===== config.mk =====
export PLATFORM = sky130hd
export DESIGN_NAME = bin2bcd_seq
export DESIGN_NICKNAME = d
export VERILOG_FILES = /design/src/rtl/bin2bcd_seq.sv
export SDC_FILE = /design/constraint.sdc
export NUM_CORES = 1
export LEC_CHECK = 0
export CAP_MARGIN = 10
export CORE_MARGIN = 1
export CORE_UTILIZATION = 40
export DETAILED_ROUTE_END_ITERATION = 10
export GPL_ROUTABILITY_DRIVEN = 0
export GPL_TIMING_DRIVEN = 1
export PLACE_DENSITY = 0.63
export SYNTH_ARGS = -nofsm -noshare
export SYNTH_HDL_FRONTEND = slang
export SYNTH_SLANG_ARGS = --single-unit

===== constraint.sdc =====
create_clock -name clk -period 1.45 [get_ports clk]
set_input_delay 0.3625 -clock clk [delete_from_list [all_inputs] [get_ports clk]]
set_output_delay 0.3625 -clock clk [all_outputs]
set_load 0.01 [all_outputs]

===== src/rtl/bin2bcd_seq.sv =====
// ---------------------------------------------------------------------------
// bin2bcd_seq
//   Sequential binary-to-BCD converter (shift-and-add-3 / double-dabble).
//   Converts one operand bit per clock and presents ones/tens/hunds as
//   registered BCD nibbles that feed one operand of the downstream BCD adder.
//   Handshake: start is sampled only while idle; busy is high during the
//   conversion; done pulses for one cycle on the completing edge.
//
// Parameters
//   WIDTH  binary operand width, legal range 4..10 (default 8)
//
// Ports
//   clk    in   1      system clock, rising edge
//   rst    in   1      synchronous active-high reset
//   start  in   1      conversion request, sampled only when idle
//   bin    in   WIDTH  unsigned operand, captured with an accepted start
//   busy   out  1      conversion in progress
//   done   out  1      one-cycle pulse, digits valid and updated this cycle
//   ones   out  4      BCD ones digit
//   tens   out  4      BCD tens digit
//   hunds  out  4      BCD hundreds digit
//   ovf    out  1      only when BIN2BCD_SAT_EN is defined: operand > 999,
//                      digits saturated to 999
//
// Configuration macro
//   BIN2BCD_SAT_EN  defined   -> saturate operands > 999 and drive ovf
//                   undefined -> no ovf port, result is value mod 1000
// ---------------------------------------------------------------------------
module bin2bcd_seq #(
    parameter int WIDTH = 8
) (
    input  logic             clk,
    input  logic             rst,
    input  logic             start,
    input  logic [WIDTH-1:0] bin,
    output logic             busy,
    output logic             done,
    output logic [3:0]       ones,
    output logic [3:0]       tens,
    output logic [3:0]       hunds
`ifdef BIN2BCD_SAT_EN
    ,
    output logic             ovf
`endif
);

    localparam logic [0:0] S_IDLE  = 1'b0;
    localparam logic [0:0] S_SHIFT = 1'b1;

    // Counter value of the final shift cycle.
    localparam logic [3:0] CNT_LAST = 4'(WIDTH - 1);

    // Width of the full shift chain {W1000,W100,W10,W1,shreg}.
    localparam int CHAIN_W = 16 + WIDTH;

    // Double-dabble correction: digits 5..9 get +3 so the following shift
    // carries correctly into the next decade.
    function automatic logic [3:0] add3(input logic [3:0] d);
        if (d >= 4'd5) begin
            return d + 4'd3;
        end else begin
            return d;
        end
    endfunction

    logic [0:0]       state_q, state_d;
    logic [3:0]       cnt_q, cnt_d;
    logic [WIDTH-1:0] shreg_q, shreg_d;
    logic [3:0]       w1_q, w1_d;
    logic [3:0]       w10_q, w10_d;
    logic [3:0]       w100_q, w100_d;
    logic [3:0]       w1000_q, w1000_d;
    logic [3:0]       ones_q, ones_d;
    logic [3:0]       tens_q, tens_d;
    logic [3:0]       hunds_q, hunds_d;
    logic             busy_q, busy_d;
    logic             done_q, done_d;
`ifdef BIN2BCD_SAT_EN
    logic             ovf_q, ovf_d;
`endif

    logic [CHAIN_W-1:0] chain_s;
    logic [CHAIN_W-1:0] chain_sh_s;
    logic [3:0]         sh1_s, sh10_s, sh100_s, sh1000_s;
    logic [WIDTH-1:0]   shreg_sh_s;

    // One double-dabble step: correct every working digit, then shift the
    // whole chain left by one so the operand MSB enters W1 bit 0.
    always_comb begin
        chain_s    = {add3(w1000_q), add3(w100_q), add3(w10_q), add3(w1_q), shreg_q};
        chain_sh_s = chain_s << 1;
        sh1000_s   = chain_sh_s[WIDTH+15:WIDTH+12];
        sh100_s    = chain_sh_s[WIDTH+11:WIDTH+8];
        sh10_s     = chain_sh_s[WIDTH+7:WIDTH+4];
        sh1_s      = chain_sh_s[WIDTH+3:WIDTH];
        shreg_sh_s = chain_sh_s[WIDTH-1:0];
    end

    // Next-state logic: IDLE accepts start, SHIFT steps once per clock and
    // loads the result registers on the final step.
    always_comb begin
        state_d = state_q;
        cnt_d   = cnt_q;
        shreg_d = shreg_q;
        w1_d    = w1_q;
        w10_d   = w10_q;
        w100_d  = w100_q;
        w1000_d = w1000_q;
        ones_d  = ones_q;
        tens_d  = tens_q;
        hunds_d = hunds_q;
        done_d  = 1'b0;
`ifdef BIN2BCD_SAT_EN
        ovf_d   = ovf_q;
`endif
        case (state_q)
            S_IDLE: begin
                if (start) begin
                    shreg_d = bin;
                    w1_d    = 4'd0;
                    w10_d   = 4'd0;
                    w100_d  = 4'd0;
                    w1000_d = 4'd0;
                    cnt_d   = 4'd0;
                    state_d = S_SHIFT;
                end else begin
                    state_d = S_IDLE;
                end
            end
            S_SHIFT: begin
                shreg_d = shreg_sh_s;
                w1_d    = sh1_s;
                w10_d   = sh10_s;
                w100_d  = sh100_s;
                w1000_d = sh1000_s;
                if (cnt_q == CNT_LAST) begin
                    cnt_d   = 4'd0;
                    state_d = S_IDLE;
                    done_d  = 1'b1;
`ifdef BIN2BCD_SAT_EN
                    // A nonzero thousands digit means the operand exceeded 999.
                    if (sh1000_s != 4'd0) begin
                        ones_d  = 4'd9;
                        tens_d  = 4'd9;
                        hunds_d = 4'd9;
                        ovf_d   = 1'b1;
                    end else begin
                        ones_d  = sh1_s;
                        tens_d  = sh10_s;
                        hunds_d = sh100_s;
                        ovf_d   = 1'b0;
                    end
`else
                    // Thousands digit is dropped: result is value mod 1000.
                    ones_d  = sh1_s;
                    tens_d  = sh10_s;
                    hunds_d = sh100_s;
`endif
                end else begin
                    cnt_d = cnt_q + 4'd1;
                end
            end
            default: begin
                state_d = S_IDLE;
                cnt_d   = 4'd0;
            end
        endcase
        busy_d = (state_d == S_SHIFT);
    end

    // State and output registers with synchronous reset (reset beats start).
    always_ff @(posedge clk) begin
        if (rst) begin
            state_q <= S_IDLE;
            cnt_q   <= 4'd0;
            shreg_q <= '0;
            w1_q    <= 4'd0;
            w10_q   <= 4'd0;
            w100_q  <= 4'd0;
            w1000_q <= 4'd0;
            ones_q  <= 4'd0;
            tens_q  <= 4'd0;
            hunds_q <= 4'd0;
            busy_q  <= 1'b0;
            done_q  <= 1'b0;
`ifdef BIN2BCD_SAT_EN
            ovf_q   <= 1'b0;
`endif
        end else begin
            state_q <= state_d;
            cnt_q   <= cnt_d;
            shreg_q <= shreg_d;
            w1_q    <= w1_d;
            w10_q   <= w10_d;
            w100_q  <= w100_d;
            w1000_q <= w1000_d;
            ones_q  <= ones_d;
            tens_q  <= tens_d;
            hunds_q <= hunds_d;
            busy_q  <= busy_d;
            done_q  <= done_d;
`ifdef BIN2BCD_SAT_EN
            ovf_q   <= ovf_d;
`endif
        end
    end

    assign busy  = busy_q;
    assign done  = done_q;
    assign ones  = ones_q;
    assign tens  = tens_q;
    assign hunds = hunds_q;
`ifdef BIN2BCD_SAT_EN
    assign ovf   = ovf_q;
`endif

endmodule

### Word-level counts from Yosys, hierarchy flattened

Cells that the tools add are included.

* register bits after elaboration: 38
* input port bits: 11

* $add $sub $neg: 4
* magnitude comparators: 3
* eq/ne operators: 2
* muxes and demuxes: 15
* bitwise gates (word level): 1
* reductions and logical operators: 2

Operators by type and width (number)
* $pmux W4 S2: 4
* $mux W4: 4
* $pmux W8 S2: 1
* $ge A4 B3 Y1 const B: 3
* $add A4 B2 Y4 const B: 2
* $mux W8: 1
* $add A4 B1 Y4 const B: 1
* $eq A4 B3 Y1 const B: 1
* $add A3 B2 Y3 const B: 1
* $mux W1: 3
* $mux W3: 1
* $ne A2 B2 Y1 const B: 1
* $pmux W1 S2: 1
* $reduce_and A2 Y1: 1
* $reduce_or A2 Y1: 1
* $not A1 Y1: 1

### Longest topological paths before layout

Gate-level depths: netlist of the first run.

* word-level depth: 3
* mapped depth: 6
* gate-level depth less buffers: 6

### Worst setup path before layout of the first run

Ideal clock, no wire load.

* kind: flip-flop to flip-flop
* start: register w100_q[0]
* end: register w100_q[2]
* library setup time: 0.075 ns
* data arrival time: 1.347 ns
* setup slack: 0.028 ns
* cell stages (with the launch flop): 7
* period minus slack after synthesis: 1.422 ns
* cell sequence: dfxtp_1 > inv_1 > ha_1 > nand2b_1 > a21oi_1 > mux2_2 > o21ai_0

* word-level cells in the longest chain between the ends: 3
* elaborated cells between the ends (all ways): 4
* those cells by class: add/sub: 1; order compare: 1; mux: 2

Ends and longest elaborated chain
* from (decl): line 71 `logic [3:0] w100_q, w100_d;`
* from (signal assigned): line 195 `w100_q <= w100_d;`
* $ge A4 B3 Y1 / $add A3 B2 Y3 (equally long branches): line 59, 60
* $mux W3 (*): line 59 `if (d >= 4'd5) begin`
* $pmux W4 S2 (*): line 116 `case (state_q)`

Every way passes the cells marked *; elsewhere a longest branch is shown, timed or not.
A chain may end at the register's enable or synchronous reset.

### Final worst setup path of the first run

* start: register w1_q[1]
* end: register ones_q[2], in the netlist ones[2]

* word-level cells in the longest chain between the ends: 2
* elaborated cells between the ends (all ways): 3
* those cells by class: add/sub: 1; order compare: 1; mux: 1

Ends and longest elaborated chain
* from (decl): line 69 `logic [3:0] w1_q, w1_d;`
* from (signal assigned): line 193 `w1_q <= w1_d;`
* $add A4 B2 Y4 / $ge A4 B3 Y1 (equally long branches): line 60, 59
* $mux W4 (*): line 59
* to (signal assigned): line 197 `ones_q <= ones_d;`
* to (decl): line 73 `logic [3:0] ones_q, ones_d;`

Marks and branches as above.

==> results, run 1 <==
- The clock passes through at most 2 buffers.
- The number of enable flip-flop cells after synthesis is 0.
- The number of global-route vias before repair was 1,305.
- The largest fanout of any net on the critical path is 3.
- The post-route DRC violation count is 0.
- The H-tree was split into 2 levels.
- Summed over all nets, the half-perimeter wirelength after detailed placement is 2400 um.
- 25 I/O pins were placed.
- The clock-pin slew reported for the worst setup and hold paths after clock tree synthesis is 0.07 ns.
- The worst-case IR drop observed on VDD is 0.000699 V.
- The count of cell types in the netlist is 28.
- The portion of the post-synthesis area used by sequential elements is 44.2%.
- Relative to the synthesized area, the layout overhead comes to 32.9%.
- The tool flagged a number of max-cap violations equal to 0.
- The count of final max-slew check failures is 0.
- The worst hold path begins at tens[1].
- The number of nets produced by synthesis is 211.
- STA classifies the critical path startpoint as a flop.
- The worst pin sits at a relative slew slack of 74.8%.
- The floorplan step defined a die boundary enclosing 4570 sq um.
- Counting flops and latches in the post-synthesis netlist gives 38.
- The final count of negative-setup-slack endpoints is 0.
- The maximum operating frequency is 718 MHz.
- The final critical delay including setup and external delays is 1.39 ns.
- The final hold violation count is 0.
- Once detail routing completed, the nets flagged for antenna violations numbered 0.
- The global router's overall resource usage is 16.9%.
- The detailed router finished its first iteration with 133 violations.
- In the finished design, the share of the clock period the worst path needs comes to 96.0%.
- Sorting the synthesized cells by how often they occur yields 38 x dfxtp_1, 21 x a21oi_1, 19 x nor2_1, 13 x nand3_1.
- The total overflow left after global routing is 0.
- The die extent in x is 67.6 um.
- Counting flops with an async set or reset pin after synthesis yields a share of 0%.
- The placement-stage cell area is 2140 sq um.
- For the pin with the worst max-slew slack, the measured transition is 0.378 ns.
- Yosys attributes the largest share of cell area to dfxtp_1 44%, a21oi_1 6.1%, o21ai_2 6.1%, ha_1 5.1%, mux2i_1 4.7%.
- The critical path in this run is classified as reg2reg.
- The wire length of the first global-routing pass is 5710 um.
- The synthesized area divided by synthesized cell count is 8.91 sq um.
- For this run, the number of Yosys warnings is 0.
- The most used flip-flop cell after synthesis is dfxtp_1.
- The share of post-route cells with drive strength above 1 is 26.9%.
- The source of the critical timing path is w1_q[1].
- The count of buffers from port buffering is 24.
- The run finished with clean final reports.
- On the final layout, the worst clock skew is 0.00467 ns.
- After technology mapping, the gate count stands at 193.
- The reported leakage power is 0.967 nW.
- Data on the critical path is required at its endpoint by 1.68 ns.
- Counting the buffers created by CTS gives 5.
- Using the TritonRoute via totals, the vias-per-cell ratio works out to 4.99.
- In the post-route analysis, the smallest setup slack over all paths is 0.0578 ns.
- The TritonCTS sink count is 38.
- The power density relative to cell area is 875 nW/um^2.
- Prior to clock tree synthesis, the placed netlist has a worst setup slack of -0.244 ns.
- The largest total area in the synthesized netlist belongs to dfxtp_1.
- Once the floorplan was initialized, standard cells occupied 42.4% of the core.
- In this run the vertical extent of the chip is 67.6 um.
- The post-layout instance area is 2290 sq um.
- The initial antenna violation count is 0.
- The classification of the worst-slack hold path is reg2reg.
- In this run the critical register-to-register path is launched from w1_q[1].
- The overall power of the completed layout is 2.00 mW.
- The antenna diode instance count is 0.
- The detailed router placed 1,438 vias in this run.
- The clock root buffer master is clkbuf_8.
- The worst setup path is captured at a flop.
- For this run, the number of standard cells in the final layout without fillers is 288.
- The core region is 4060 sq um.
- The net count of the finished layout is 255.
- The CTS tree is built.
- At the later pin of the worst-skew pair, clock insertion delay measures 0.29 ns.
- The first detailed-routing pass took 4 iterations.
- The routed wire length is 3290 um.
- Dividing the detail-routed wire length by the instance count gives 11.4 um.
- The arrival time of the worst setup path is 1.62 ns.
- The area share of the largest cell type after synthesis is 44.2%.
- The most instantiated library cell after synthesis is dfxtp_1.
- The number of placed instances with taps included is 279.
- The maximum number of pins on one net before global-route repair is 21.
- The mapped netlist covers 1720 sq um.
- The placement row count is 23.
## worst paths after layout
kind,end,slack [ns],depth (start not counted)
worst max-delay path,ones[2],0.06,6
worst min-delay path,tens[1],0.45,2
worst max register to register,ones[2],0.06,6
worst min register to register,tens[1],0.45,2
## per-layer routing
metal  part of all wire [%]  global-route usage (%)
met5                      0                       0
met4                    2.3                    9.57
met3                    2.7                    4.05
met2                     47                    26.1
met1                     48                    21.2
## cell type report
cell class,instances,area [sq um]
fill,392,1770
multi-input combinational,137,922
sequential,38,769
timing repair buffer,46,403
clock buffer,6,82.6
inverter,9,33.8
tap,50,62.6
clock inverter,2,12.5
## worst max-delay path, stage by stage (launching register included)
cell and delay (ns):
dfxtp_2 0.36, inv_2 0.05, ha_2 0.16, nand2b_4 0.14, a21o_1 0.20, mux2_4 0.33, o21ai_2 0.10
## per-stage QoR
step           setup TNS, ns  hold slack, ns  util, %
2_1_floorplan              0           0.444        -
3_3_place_gp           -4.25           0.439     52.8
3_5_place_dp           -5.26           0.442     52.8
4_1_cts                    0           0.456     54.9
5_1_grt              -0.0171           0.474     56.3
6_report                   0           0.450     56.3
## power breakdown
group / switching [mW] / internal [mW] / leakage (nW)
Sequential: 0.0114 / 1.06 / 0.311
Clock: 0.372 / 0.382 / 0.0472
Combinational: 0.0877 / 0.0873 / 0.610
## what timing repair did
action | CTS | global route
hold buffers | 0 | 0
pin swaps | 0 | 6
buffers inserted | 0 | 1
gates resized for setup | 18 | 17
endpoints found under the setup margin | 19 | 14
## state kept, by name, summed over array words and instances (netlist names)
name and cells:
busy 1, tens 4, done 1, w1_q 4, cnt_q 4, hunds 4
w100_q 4, shreg_q 8, w10_q 4, ones 4
## logic make-up (layout without fill, tap and decap cells)
| group | Yosys count | count (layout) | synth area share, % |
|---|---|---|---|
| fa+ha+maj | 7 | 7 | 5.09 |
| simple gates | 64 | 64 | 18.4 |
| buf+inv | 18 | 63 | 4.95 |
| flops | 38 | 38 | 44.2 |
| xor+xnor | 3 | 3 | 1.53 |
| compound gates | 52 | 52 | 18.8 |
| mux | 11 | 11 | 7.05 |
## cell usage in the layout (no fill, tap or decap), drive strengths merged, types with 5 or more instances in the layout
cell and instances:
nor2 19, clkbuf 6, nand2 12, a21oi 21, nor3b 6, ha 7
dlygate4sd2 14, buf 22, nand3 13, clkdlybuf4s50 9, nand2b 5, inv 9
dfxtp 38, o21ai 24, mux2i 8, nor3 6
No activity file was read; power rests on OpenSTA's default activity.
==> run 2, diff against run 1 <==
--- a/config.mk
+++ b/config.mk
@@ -5,13 +5,14 @@
 export SDC_FILE = /design/constraint.sdc
 export NUM_CORES = 1
 export LEC_CHECK = 0
+export ABC_AREA = 1
 export CAP_MARGIN = 10
 export CORE_MARGIN = 1
 export CORE_UTILIZATION = 40
 export DETAILED_ROUTE_END_ITERATION = 10
 export GPL_ROUTABILITY_DRIVEN = 0
 export GPL_TIMING_DRIVEN = 1
-export PLACE_DENSITY = 0.63
+export PLACE_DENSITY = 0.61
 export SYNTH_ARGS = -nofsm -noshare
 export SYNTH_HDL_FRONTEND = slang
 export SYNTH_SLANG_ARGS = --single-unit
==> constraint.sdc (replaced) <==
create_clock -name clk -period 1.62 [get_ports clk]
set_input_delay 0.405 -clock clk [delete_from_list [all_inputs] [get_ports clk]]
set_output_delay 0.405 -clock clk [all_outputs]
set_load 0.01 [all_outputs]
==> run 2 against run 1 <==
Net effect: critical path depth shrank 5; clock power shrank 8.4%; sequential power shrank 10%; largest power group unchanged; highest routed layer unchanged.
==> results, run 2 <==
- The flow ran to the end, and the final reports show no timing, DRC or antenna violations.
- The arrival time of the worst setup path is 1.19 ns.
- The number of global-route vias before repair is 1,405.
- Of the post-synthesis cell area, the dominant cell type holds 43.2%.
- After detailed routing, the number of remaining DRC violations is 0.
- STA classifies the critical path endpoint as a primary output.
- The half-perimeter wire length of the detailed placement result is 2410 um.
- Dividing total power by cell area gives a power density of 828 nW/um^2.
- In this run the tightest slew margin relative to its limit is 76.1%.
- The synthesized netlist occupies a cell area of 1760 sq um.
- The maximum number of pins on one net before global-route repair is 23.
- The required time reported for the critical path endpoint is 1.21 ns.
- For this run, the register share of the synthesized area comes to 43.2%.
- The placement row count is 23.
- The classification of the worst-slack hold path is reg2reg.
- Of the available clock period, the critical path in the final layout requires 98.4%.
- The number of nets produced by synthesis is 264.
- Counting both buffers and inverters, the worst setup path holds a total of 1.
- The floorplan step set the die height to 68.4 um.
- The clock drives 38 sinks.
- The critical path goes through clkdlybuf4s50_1.
- The number of enable flip-flop cells after synthesis is 0.
- The synthesized instance count is 246.
- Counting I/O delays and the setup requirement, the final critical path takes 1.59 ns.
- The post-route worst hold slack is 0.447 ns.
- The library cell occupying the most area in the post-synthesis netlist is dfxtp_1.
- The area growth from synthesis to final layout is 22.7%.
- The placement-stage cell area is 2050 sq um.
- In the synthesized netlist the dominant register cell turns out to be dfxtp_1.
- The DRC marker count from the first detailed-route iteration is 115.
- For this run, the number of Yosys warnings is 0.
- Of the cells placed in the final design, the portion with a size suffix greater than 1 is 7.97%.
- Yosys instantiated no cell more often than nand2_1.
- The clock insertion delay at the later pin of the skew report is 0.30 ns.
- The multi-input combinational cells in the finished layout cover a total of 825 sq um.
- The mean routed wirelength per cell is 11.0 um.
- The area of the core is 4120 sq um.
- The flip-flop count of the largest register after layout is 8.
- The final hold violation count is 0.
- The antenna diode instance count is 0.
- The clock root buffer master is clkbuf_8.
- The clock-pin slew reported for the worst setup and hold paths after clock tree synthesis is 0.07 ns.
- The post-synthesis register bit count is 38.
- Setup violations remaining at the end of the flow were counted as 0.
- The post-layout instance area is 2160 sq um.
- The count of buffers from port buffering is 24.
- The detail route stage leaves a number of antenna-violating nets equal to 0.
- For the final database, setup skew stands at 0.00476 ns.
- The total negative slack is 0 ns.
- Leaving out filler cells and counting taps, the final layout contains 326.
- The worst setup path is of the reg2out kind.
- Of all nets on the critical path, the largest fanout is 2.
- After synthesis, the cell types taking the most area are dfxtp_1 43%, nand2_1 17%, nand3_1 8.8%, inv_1 5.8%, a21oi_1 5.7%.
- The largest register by flop count is shreg_q.
- The global router's overall resource usage is 17.6%.
- In this run the number of H-tree levels came out at 2.
- Counting the fill cells in the layout gives 448.
- The largest incremental delay on the critical path is 0.54 ns.
- The first-pass iteration count of the detailed router is 4.
- Counting tap cells, the placed design contains a total of 318 instances.
- Sorting the synthesized cells by how often they occur yields 82 x nand2_1, 38 x dfxtp_1, 31 x nand3_1, 27 x inv_1, 20 x a21oi_1.
- The total overflow left after global routing is 0.
- In this run the deepest clock path goes through 2 buffers.
- 25 I/O pins were placed.
- Clock tree synthesis inserted a total of 5 buffers.
- A synthesized cell averages 7.16 sq um.
- The routed wire length is 3600 um.
- After the last flow step, the layout net total stands at 293.
- The largest individual stage delay along the critical path comes from the cell clkdlybuf4s50_1.
- The CTS tree is built.
- Using the TritonRoute via totals, the vias-per-cell ratio works out to 4.79.
- The reported max-cap violation count is 0.
- The most common library cell in the layout ignoring fill and taps is nand2_1.
- The area enclosed by the die boundary is 4670 sq um.
- Counting distinct cell types in the post-synthesis netlist gives 22.
- The area occupied by registers is 761 sq um.
- The via count is 1,562.
- Of all flip-flops after synthesis, the portion carrying an async set or reset was 0%.
- The initial core utilization is 42.8%.
- Leaving out fill and tap cells, the most frequent cells in the layout are 82 x nand2_1, 38 x dfxtp_1, 31 x nand3_1.
- The maximum operating frequency is 627 MHz.
- The die extent in x is 68.4 um.
- Setup repair after global routing left no endpoint under its margin.
- At the pin with the least slew margin, the transition time is 0.357 ns.
- The initial antenna violation count is 0.
- STA classifies the critical path startpoint as a flop.
- The reported leakage power is 1.06 nW.
- The count of final max-slew check failures came to 0.
- The wire length of the first global-routing pass is 5950 um.
- The family with the most delay on the worst path is buffers and inverters.
- The worst-case IR drop observed on VDD is 0.000386 V.
## run 2: final timing paths
check	to	slack [ns]	from	cells past startpoint
worst min register to register	ones[0]	0.45	ones[0]	2
worst max-delay path	busy	0.03	busy	1
worst min-delay path	ones[0]	0.45	ones[0]	2
worst max register to register	tens[1]	0.17	cnt_q[0]	7
## run 2: logic make-up (layout without fill, tap and decap cells)
family	count (synthesis)	after routing	synth area share, %
adders and majority gates	7	7	4.97
xor gates and xnor gates	1	1	0.497
and+or+nand+nor	128	128	31.2
AOI/OAI and AO/OA	33	33	10.2
DFF	38	38	43.2
buffers and inverters	39	69	10.0
## run 2: layout make-up
type	count	share of cell area [%]
clock buffers	6	3.82
clock inverters	2	0.579
inverters	30	5.21
multi-input cells	169	38.2
flip-flops and latches	38	35.2
well taps	50	2.90
repair buffers	31	14.1
## run 2: through the flow
stage | setup slack, ns | utilization [%] | power (mW)
floorplan | 0.411 | - | 1.07
global placement | 0.0661 | 49.9 | 1.12
detailed placement | 0.0669 | 49.9 | 1.12
CTS | 0.0154 | 52.2 | 1.82
global route | 0.00114 | 52.5 | 1.87
finish | 0.0263 | 52.5 | 1.79
## run 2: power by group
part | internal [mW] | switching [mW]
Clock | 0.342 | 0.349
Sequential | 0.951 | 0.0106
Combinational | 0.0592 | 0.0776
Total | 1.35 | 0.437
## run 2: routing by layer
| metal | wire length, um | global-route usage, % |
|---|---|---|
| met3 | 146 | 3.50 |
| met1 | 1810 | 20.4 |
| met5 | 0 | 0 |
| met4 | 87 | 10.9 |
| met2 | 1560 | 29.4 |
## run 2: timing repair
item | 4_1_cts | 5_1_grt
setup endpoints to repair | 0 | 5
gates resized for setup | 0 | 5
hold buffers | 0 | 0
buffers inserted | 0 | 0
==> run 3, diff against run 2 <==
--- a/config.mk
+++ b/config.mk
@@ -8,11 +8,11 @@
 export ABC_AREA = 1
 export CAP_MARGIN = 10
 export CORE_MARGIN = 1
-export CORE_UTILIZATION = 40
+export CORE_UTILIZATION = 45
 export DETAILED_ROUTE_END_ITERATION = 10
 export GPL_ROUTABILITY_DRIVEN = 0
 export GPL_TIMING_DRIVEN = 1
-export PLACE_DENSITY = 0.61
+export PLACE_DENSITY = 0.67
 export SYNTH_ARGS = -nofsm -noshare
 export SYNTH_HDL_FRONTEND = slang
 export SYNTH_SLANG_ARGS = --single-unit
==> constraint.sdc (replaced) <==
create_clock -name clk -period 1.88 [get_ports clk]
set_input_delay 0.47 -clock clk [delete_from_list [all_inputs] [get_ports clk]]
set_output_delay 0.47 -clock clk [all_outputs]
set_load 0.01 [all_outputs]
==> run 3 against run 2 <==
Net effect: clock power grew 24%; total power is 0.75% higher; utilization grew 6.3 points; clock skew up 0.0055 ns; design area up 1.2%; global-route usage is 1.2 points higher; sequential share of layout area fell by 0.40 points; critical path type unchanged; flip-flop and latch count is the same.
==> results, run 3 (synthesized netlist as in run 2, its figures left out) <==
- The routed wire length is 3380 um.
- The post-CTS setup-driven buffer insertion count is 0.
- Entering global routing, the biggest net connects 23 pins.
- The setup clock skew after layout is 0.0103 ns.
- IR analysis of the VDD net gives a maximum drop of 0.000512 V.
- The reported leakage power is 0.985 nW.
- Of the available clock period, the critical path in the final layout requires 87.7%.
- The worst setup path is of the reg2out kind.
- Clock-pin slew was measured on the worst setup and hold paths at 0.08 ns.
- The largest incremental delay on the critical path is 0.53 ns.
- The detail route stage leaves a number of antenna-violating nets equal to 0.
- The number of placed instances with taps included is 315.
- Setup repair after global routing left no endpoint under its margin.
- The worst hold path belongs to the class reg2reg.
- Dividing the detail-routed via count by the number of cells gives 4.92.
- For this run, the detailed router's first-pass iteration total came to 4.
- The first global-routing pass estimated 5840 um of wire.
- The via count is 1,590.
- For this run the aggregate overflow at the end of global routing stands at 0.
- The mean routed wirelength per cell is 10.5 um.
- The initial core utilization is 47.4%.
- For this block, the initial DRC count from the detailed router was 105.
- The layout has 345 filler cells.
- CTS placed an instance of clkbuf_8 at the clock tree root.
- Based on the critical path, the design can be clocked at up to 607 MHz.
- The clock insertion delay at the later pin of the skew report is 0.30 ns.
- The register with the most flip-flops in the layout has 8 of them.
- After detailed routing, the number of remaining DRC violations is 0.
- The worst reg2reg path startpoint is cnt_q[0].
- TritonCTS created 5 clock buffers.
- The flow ran to the end, and the final reports show no timing, DRC or antenna violations.
- At the worst endpoint, the arrival time is 1.18 ns.
- The number of global-route vias before repair is 1,359.
- In this run the worst path has a maximum fanout of 2.
- The worst path buffer plus inverter count is 1.
- The headroom to the max-slew limit is 78.6%.
- From synthesis to final layout, the design area changed by 24.1%.
- The element type at the critical path start is a flop.
- The wire length the detailed router placed on met1 is 1700 um.
- The largest register by flop count is shreg_q.
- The overall power of the completed layout is 1.80 mW.
- After floorplanning, the core was divided into 22 placement rows.
- Power spread over the standard cell area amounts to 824 nW/um^2.
- Hold repair after CTS inserted 0 buffers.
- TritonCTS built the clock tree.
- Measured along the y axis, the die boundary spans 64.6 um.
- The cell count of the worst hold path is 2.
- The maximum clock path buffer count is 2.
- In this run the horizontal extent of the chip is 64.6 um.
- In this run the number of H-tree levels came out at 2.
- The post-cts resize count is 0.
- The slowest library cell on the worst path is clkdlybuf4s50_1.
- The worst setup path is captured at a primary output.
- The area of the core is 3720 sq um.
- The final hold violation count is 0.
- The required time reported for the critical path endpoint is 1.41 ns.
- The net count of the finished layout is 292.
- The filler-free cell count of the finished design is 323.
- The clock period could shrink to 1.65 ns.
- The met3 layer wire length in the routed design is 147 um.
- The launch instance of the worst min-delay path is ones[0].
- The kind of cell with the highest combined delay along the critical path is buffers and inverters.
- Counting every sink on the clock net gives 38.
- The total negative slack is 0 ns.
- The global router's overall resource usage is 18.8%.
- The half-perimeter wire length of the detailed placement result is 2290 um.
- In this run the number of cells on the critical path is 1.
- The highest routing layer actually used is met4.
- The count of pins on the block boundary is 25.
- In this run the worst setup path begins at hunds[0].
- The reported max-cap violation count is 0.
- The initial antenna violation count is 0.
- The actual slew at the worst max-slew pin is 0.320 ns.
- In the layout the commonest cells are 82 x nand2_1, 38 x dfxtp_1, 31 x nand3_1.
- The final count of negative-setup-slack endpoints is 0.
- The count of buffers from port buffering is 24.
- The count of final max-slew check failures is 0.
- Walking the worst path, the cells encountered are clkdlybuf4s50_1.
- Wire segments on met2 add up to 1470 um in the final route.
- The worst-case reg-to-reg path depth is 7.
- The floorplan step defined a die boundary enclosing 4170 sq um.
- The library cell used most frequently in the layout, excluding fill and tap cells, is nand2_1.
- The antenna diode instance count is 0.
- Of the cells placed in the final design, the portion with a size suffix greater than 1 is 7.64%.
-- run 3: cell count changes in the layout (fill, tap and decap cells not counted) --
cell | before | now
dlymetal6s2s_1 | 5 | 0
bufinv_16 | 0 | 2
clkdlybuf4s50_1 | 19 | 24
clkinv_2 | 1 | 0
buf_4 | 7 | 6
clkinvlp_4 | 1 | 0
-- run 3: final timing paths --
| check | end | slack, ns |
|---|---|---|
| worst min register to register | ones[0] | 0.45 |
| worst min-delay path | ones[0] | 0.45 |
| worst max register to register | ones[3] | 0.53 |
| worst max-delay path | hunds[0] | 0.23 |
-- run 3: stage by stage --
stage	setup slack [ns]	utilization, %	hold slack (ns)	instance area, sq um
final	0.232	58.8	0.447	2190
after global routing	0.180	58.8	0.477	2190
after CTS	0.223	58.8	0.452	2190
after detailed placement	0.225	55.0	0.437	2040
after global placement	0.258	55.0	0.431	2040
after floorplan	0.665	-	0.441	1760
-- run 3: final cells by class --
type | count | area [sq um] | area share [%]
Multi-Input combinational cell | 169 | 825 | 37.7
Sequential cell | 38 | 761 | 34.8
Timing Repair Buffer | 30 | 285 | 13.1
Inverter | 30 | 113 | 5.15
Clock buffer | 6 | 82.6 | 3.78
Clock inverter | 2 | 60.1 | 2.75
Tap cell | 48 | 60.1 | 2.75
-- run 3: power breakdown --
group	switching [mW]	internal, mW
logic	0.0655	0.0495
clock network	0.293	0.566
registers	0.00868	0.819
total	0.367	1.43
-- run 3: metal layers --
metal	GRT usage [%]	vias to the layer above
met4	13.1	0
met5	0	-
met3	4.75	6
met2	29.7	42
li1	-	852
met1	22.2	690
==> RTL edit 1: new RTL, config.mk and constraints of run 1 <==
`shreg_q` and `w1_q` no longer have a reset.
--- a/src/rtl/bin2bcd_seq.sv
+++ b/src/rtl/bin2bcd_seq.sv
@@ -173,8 +173,6 @@
         if (rst) begin
             state_q <= S_IDLE;
             cnt_q   <= 4'd0;
-            shreg_q <= '0;
-            w1_q    <= 4'd0;
             w10_q   <= 4'd0;
             w100_q  <= 4'd0;
             w1000_q <= 4'd0;
@@ -189,8 +187,6 @@
         end else begin
             state_q <= state_d;
             cnt_q   <= cnt_d;
-            shreg_q <= shreg_d;
-            w1_q    <= w1_d;
             w10_q   <= w10_d;
             w100_q  <= w100_d;
             w1000_q <= w1000_d;
@@ -205,6 +201,11 @@
         end
     end
 
+    always_ff @(posedge clk) begin
+        shreg_q <= shreg_d;
+        w1_q    <= w1_d;
+    end
+
     assign busy  = busy_q;
     assign done  = done_q;
     assign ones  = ones_q;
Check against the original RTL: same outputs for any inputs over 10 cycles, from zero or initial values and one cycle with rst high; that may be too few to reach the edited logic, so the function may still have changed.
==> RTL edit 1 against run 1 <==
The flow now finishes with violations (setup timing); worst hold slack worse by 0.0040 ns; wire length up 8.6%; critical path type unchanged; synthesized cell count fell by 18%; clock power is 14% higher; setup slack lost 0.11 ns; area after synthesis down 2.9%; cell area up 1.8%; sequential cell count stayed put; first-iteration DRC count shrank 63%; power is 17% higher.
==> RTL edit 1: results (changes against run 1) <==
\begin{tabular}{lr}
\hline
Metric & Value \\
\hline
\multicolumn{2}{l}{\textbf{Logic synthesis}} \\
Post-Synth Adder-Cell Area & 5.24\% (+0.15 points) \\
Number of synthesized flops with an enable pin & 12 (+12) \\
Post-Syn Nets & 177 (-16\%) \\
Area fraction in compound gates after synthesis & 15.0\% (-3.8 points) \\
Main area contributors after synthesis & dfxtp\_1 (31\%), edfxtp\_1 (22\%), mux2\_2 (5.4\%) \\
Area share of xor/xnor cells in the synthesized design & 1.57\% (+0.046 points) \\
\multicolumn{2}{l}{\textbf{Cells and area}} \\
Fill cell instance count of the final layout & 344 (-12\%) \\
Total area of multi-input combinational cells & 830 um\^{}2 (-10\%) \\
Clock buf/inv share & 4.57\% (+0.41 points) \\
Number of multi-input logic gates & 106 (-23\%) \\
Total area of sequential cells & 885 um\^{}2 (+15\%) \\
Area share of buffers outside the clock network & 17.4\% (-0.21 points) \\
\multicolumn{2}{l}{\textbf{GRT}} \\
Fraction of met1 tracks used by global routing & 18.2\% (-3.0 points) \\
Vias in the first global route & 1306 (+0.077\%) \\
Global router's overall resource usage & 17.3\% (+0.46 points) \\
Pin count of the biggest net entering global routing & 14 (-33\%) \\
\multicolumn{2}{l}{\textbf{Worst setup path}} \\
Last element of the critical path & w1\_q[2]\$\_SDFFCE\_PN0P\_ \\
First element of the critical path & w1\_q[0]\$\_SDFFCE\_PN0P\_ \\
Logic depth of the worst register-to-register path & 5 (-1) \\
\multicolumn{2}{l}{\textbf{Routing}} \\
Number of vias after detailed routing & 1311 (-8.8\%) \\
\multicolumn{2}{l}{\textbf{Power}} \\
Power dissipated in sequential cells & 1.18 mW (+10\%) \\
Leakage power of the design & 0.910 nW (-5.9\%) \\
Cell-internal power & 1.84 mW (+20\%) \\
Sw Ratio & 21.8\% (-1.8 points) \\
\multicolumn{2}{l}{\textbf{Placed design}} \\
Setup Slack @ Placement & -0.235 ns (+0.00980 ns) \\
\multicolumn{2}{l}{\textbf{STA}} \\
Final number of setup-violating endpoints & 1 (+1) \\
Maximum clock skew at final layout & 0.00488 ns (+0.000211 ns) \\
Headroom to the max-slew limit & 77.8\% (+3.0 points) \\
Slack of the critical path & -0.0529 ns (-0.111 ns) \\
\multicolumn{2}{l}{\textbf{Outcome}} \\
Outcome & finished, violations left \\
Violated checks & setup timing \\
\multicolumn{2}{l}{\textbf{Worst hold path}} \\
Hold Startpoint & hunds[3]\$\_SDFFE\_PP0P\_ \\
\hline
\end{tabular}
RTL edit 1: through the flow:
| step | hold slack, ns | setup TNS (ns) | area [um^2] | cells |
|---|---|---|---|---|
| after global placement | 0.441 | -2.66 | 2090 | 244 |
| after floorplan | 0.444 | 0 | 1670 | 159 |
| after CTS | 0.449 | -0.0526 | 2230 | 254 |
| after global routing | 0.469 | -0.297 | 2330 | 255 |
| final | 0.446 | -0.0529 | 2330 | 255 |
| after detailed placement | 0.442 | -3.56 | 2090 | 244 |
RTL edit 1: critical path, stage by stage, from the launching register on:
cell,delay [ns]
edfxtp_1,0.43
ha_2,0.19
nand2b_4,0.15
a21oi_4,0.19
mux2i_2,0.27
and2_1,0.15
RTL edit 1: logic make-up (layout without fill, tap and decap cells):
family | after synthesis | in the layout
AOI/OAI and AO/OA | 43 | 43
xor gates and xnor gates | 3 | 3
adders and majority gates | 7 | 7
buffers and inverters | 15 | 61
DFF | 38 | 38
muxes | 9 | 9
and+or+nand+nor | 44 | 44
==> RTL edit 2: new RTL, flow settings as in run 1 <==
Without the edit above. The parameter `WIDTH` goes from 8 to 10. Comments in the files are not updated.
--- a/src/rtl/bin2bcd_seq.sv
+++ b/src/rtl/bin2bcd_seq.sv
@@ -27,7 +27,7 @@
 //                   undefined -> no ovf port, result is value mod 1000
 // ---------------------------------------------------------------------------
 module bin2bcd_seq #(
-    parameter int WIDTH = 8
+    parameter int WIDTH = 10
 ) (
     input  logic             clk,
     input  logic             rst,
Ports: changed (resized bin); port bits go from 25 to 27. No check against the original RTL was run, so the function may have changed too.
==> RTL edit 2 against run 1 <==
Power up 14%; count of clock-buffer cells in the layout unchanged; via count up 12%; area after synthesis up 10%; clock power up 20%; sequential share of layout area down 2.4 points; cell area up 13%; setup slack worse by 0.0060 ns; wire length up 25%; sequential cell count up 2; highest routed layer unchanged.
==> RTL edit 2: results (changes against run 1) <==
\begin{tabular}{lr}
\hline
Metric & Value \\
\hline
\multicolumn{2}{l}{\textbf{Outcome}} \\
Outcome & complete, no violations \\
\multicolumn{2}{l}{\textbf{Logic synthesis}} \\
Most frequent cells after synthesis & dfxtp\_1 (40), nor2\_1 (31), a21oi\_1 (21), o21ai\_0 (13), mux2i\_1 (12) \\
Count of unique library cells instantiated by Yosys & 33 (+18\%) \\
Post-Syn Nets & 232 (+10\%) \\
Main area contributors after synthesis & dfxtp\_1 (42\%), mux2i\_1 (6.3\%), nor2\_1 (6.1\%) \\
Area fraction in compound gates after synthesis & 15.8\% (-2.9 points) \\
Multiplexer area fraction after synthesis & 8.11\% (+1.1 points) \\
Post-Synth Adder-Cell Area & 5.27\% (+0.18 points) \\
\multicolumn{2}{l}{\textbf{Power}} \\
Net switching power & 0.523 mW (+11\%) \\
Leakage power of the design & 1.10 nW (+14\%) \\
Largest vdd supply drop & 0.648 mV (-7.3\%) \\
Power dissipated in sequential cells & 1.14 mW (+7\%) \\
Share of total power in combinational logic & 10.0\% (+1.2 points) \\
\multicolumn{2}{l}{\textbf{Worst setup path}} \\
Crit Reg-Reg Startpoint & w10\_q[1]\$\_SDFFE\_PP0P\_ \\
\multicolumn{2}{l}{\textbf{Cells and area}} \\
Number of nets at the end of the flow & 285 (+12\%) \\
Max FFs per register & 10 (+2) \\
\multicolumn{2}{l}{\textbf{STA}} \\
Slack of the critical path & 0.0518 ns (-0.00596 ns) \\
Maximum clock skew at final layout & 0.00435 ns (-0.000319 ns) \\
\multicolumn{2}{l}{\textbf{Routing}} \\
Drt wl/cell & 12.9 um (+13\%) \\
Number of vias after detailed routing & 1616 (+12\%) \\
Number of design-rule violations left by the first detailed-router iteration & 57 (-57\%) \\
\multicolumn{2}{l}{\textbf{Placed design}} \\
Port buffer count & 26 (+8.3\%) \\
Setup Slack @ Placement & -0.265 ns (-0.0210 ns) \\
Hpwl dp & 2.69 mm (+12\%) \\
\multicolumn{2}{l}{\textbf{GRT}} \\
Vias in the first global route & 1453 (+11\%) \\
Global-route wire length before repair & 6.43 mm (+13\%) \\
\multicolumn{2}{l}{\textbf{Floorplanning}} \\
Initial core utilization & 42.7\% (+0.31 points) \\
\hline
\end{tabular}
==> RTL edit 2: cell types whose count changed after synthesis, sizes merged, moves of 6 or more <==
cell / run 1 / this run
nand2b: 5 / 11
o22ai: 0 / 6
nor2: 19 / 32
nand3: 13 / 3
nand3b: 0 / 9
nand2: 12 / 6
o21ai: 24 / 14
==> RTL edit 2: how the worst min path moves through the flow <==
stage                            start                 endpoint  slack [ns]  cells past startpoint
2_1_floorplan  shreg_q[0]$_SDFFE_PP0P_  shreg_q[1]$_SDFFE_PP0P_        0.45                      2
3_3_place_gp   shreg_q[0]$_SDFFE_PP0P_  shreg_q[1]$_SDFFE_PP0P_        0.47                      2
3_5_place_dp   shreg_q[0]$_SDFFE_PP0P_  shreg_q[1]$_SDFFE_PP0P_        0.48                      2
4_1_cts           tens[2]$_SDFFE_PP0P_     tens[2]$_SDFFE_PP0P_        0.49                      2
5_1_grt           tens[2]$_SDFFE_PP0P_     tens[2]$_SDFFE_PP0P_        0.51                      2
6_report          tens[2]$_SDFFE_PP0P_     tens[2]$_SDFFE_PP0P_        0.49                      2
==> RTL edit 2: worst max-delay path, cell delays in order, from the launching register on <==
cell and delay (ns):
dfxtp_2 0.33, inv_1 0.06, ha_1 0.17, nand2b_4 0.15, a21oi_4 0.16, mux2_4 0.32, o21ai_0 0.14
==> RTL edit 2: cell families after synthesis <==
logic type | Yosys count
buffers and inverters | 22
and+or+nand+nor | 74
xor gates and xnor gates | 3
adders and majority gates | 8
AOI/OAI and AO/OA | 49
DFF | 40
muxes | 15
==> RTL edit 2: cell type report <==
cell class | count | area (um^2)
Inverter | 11 | 41.3
Timing Repair Buffer | 56 | 474
Fill cell | 405 | 1860
Sequential cell | 40 | 808
Clock inverter | 2 | 35.0
Tap cell | 52 | 65.1
Multi-Input combinational cell | 150 | 1090
Clock buffer | 6 | 72.6
==> RTL edit 2: what timing repair did <==
item	4_1_cts	5_1_grt
endpoints found under the setup margin	20	27
cloned	0	1
pin swaps	3	6
gates resized for setup	21	26
setup buffers	0	4
==> RTL edit 2: per-layer routing <==
layer,vias to the layer above,wire (um)
met2,23,2020
met1,753,1900
met4,0,83
met3,7,96
li1,833,-
met5,-,0
==> RTL edit 2: metrics by stage <==
| stage | util, % | setup TNS (ns) | instances | hold slack (ns) |
|---|---|---|---|---|
| floorplan | - | 0 | 211 | 0.454 |
| global placement | 52.7 | -4.91 | 304 | 0.472 |
| detailed placement | 52.7 | -5.26 | 304 | 0.476 |
| CTS | 55.2 | 0 | 312 | 0.490 |
| global route | 58.2 | -0.0304 | 317 | 0.507 |
| finish | 58.2 | 0 | 317 | 0.486 |
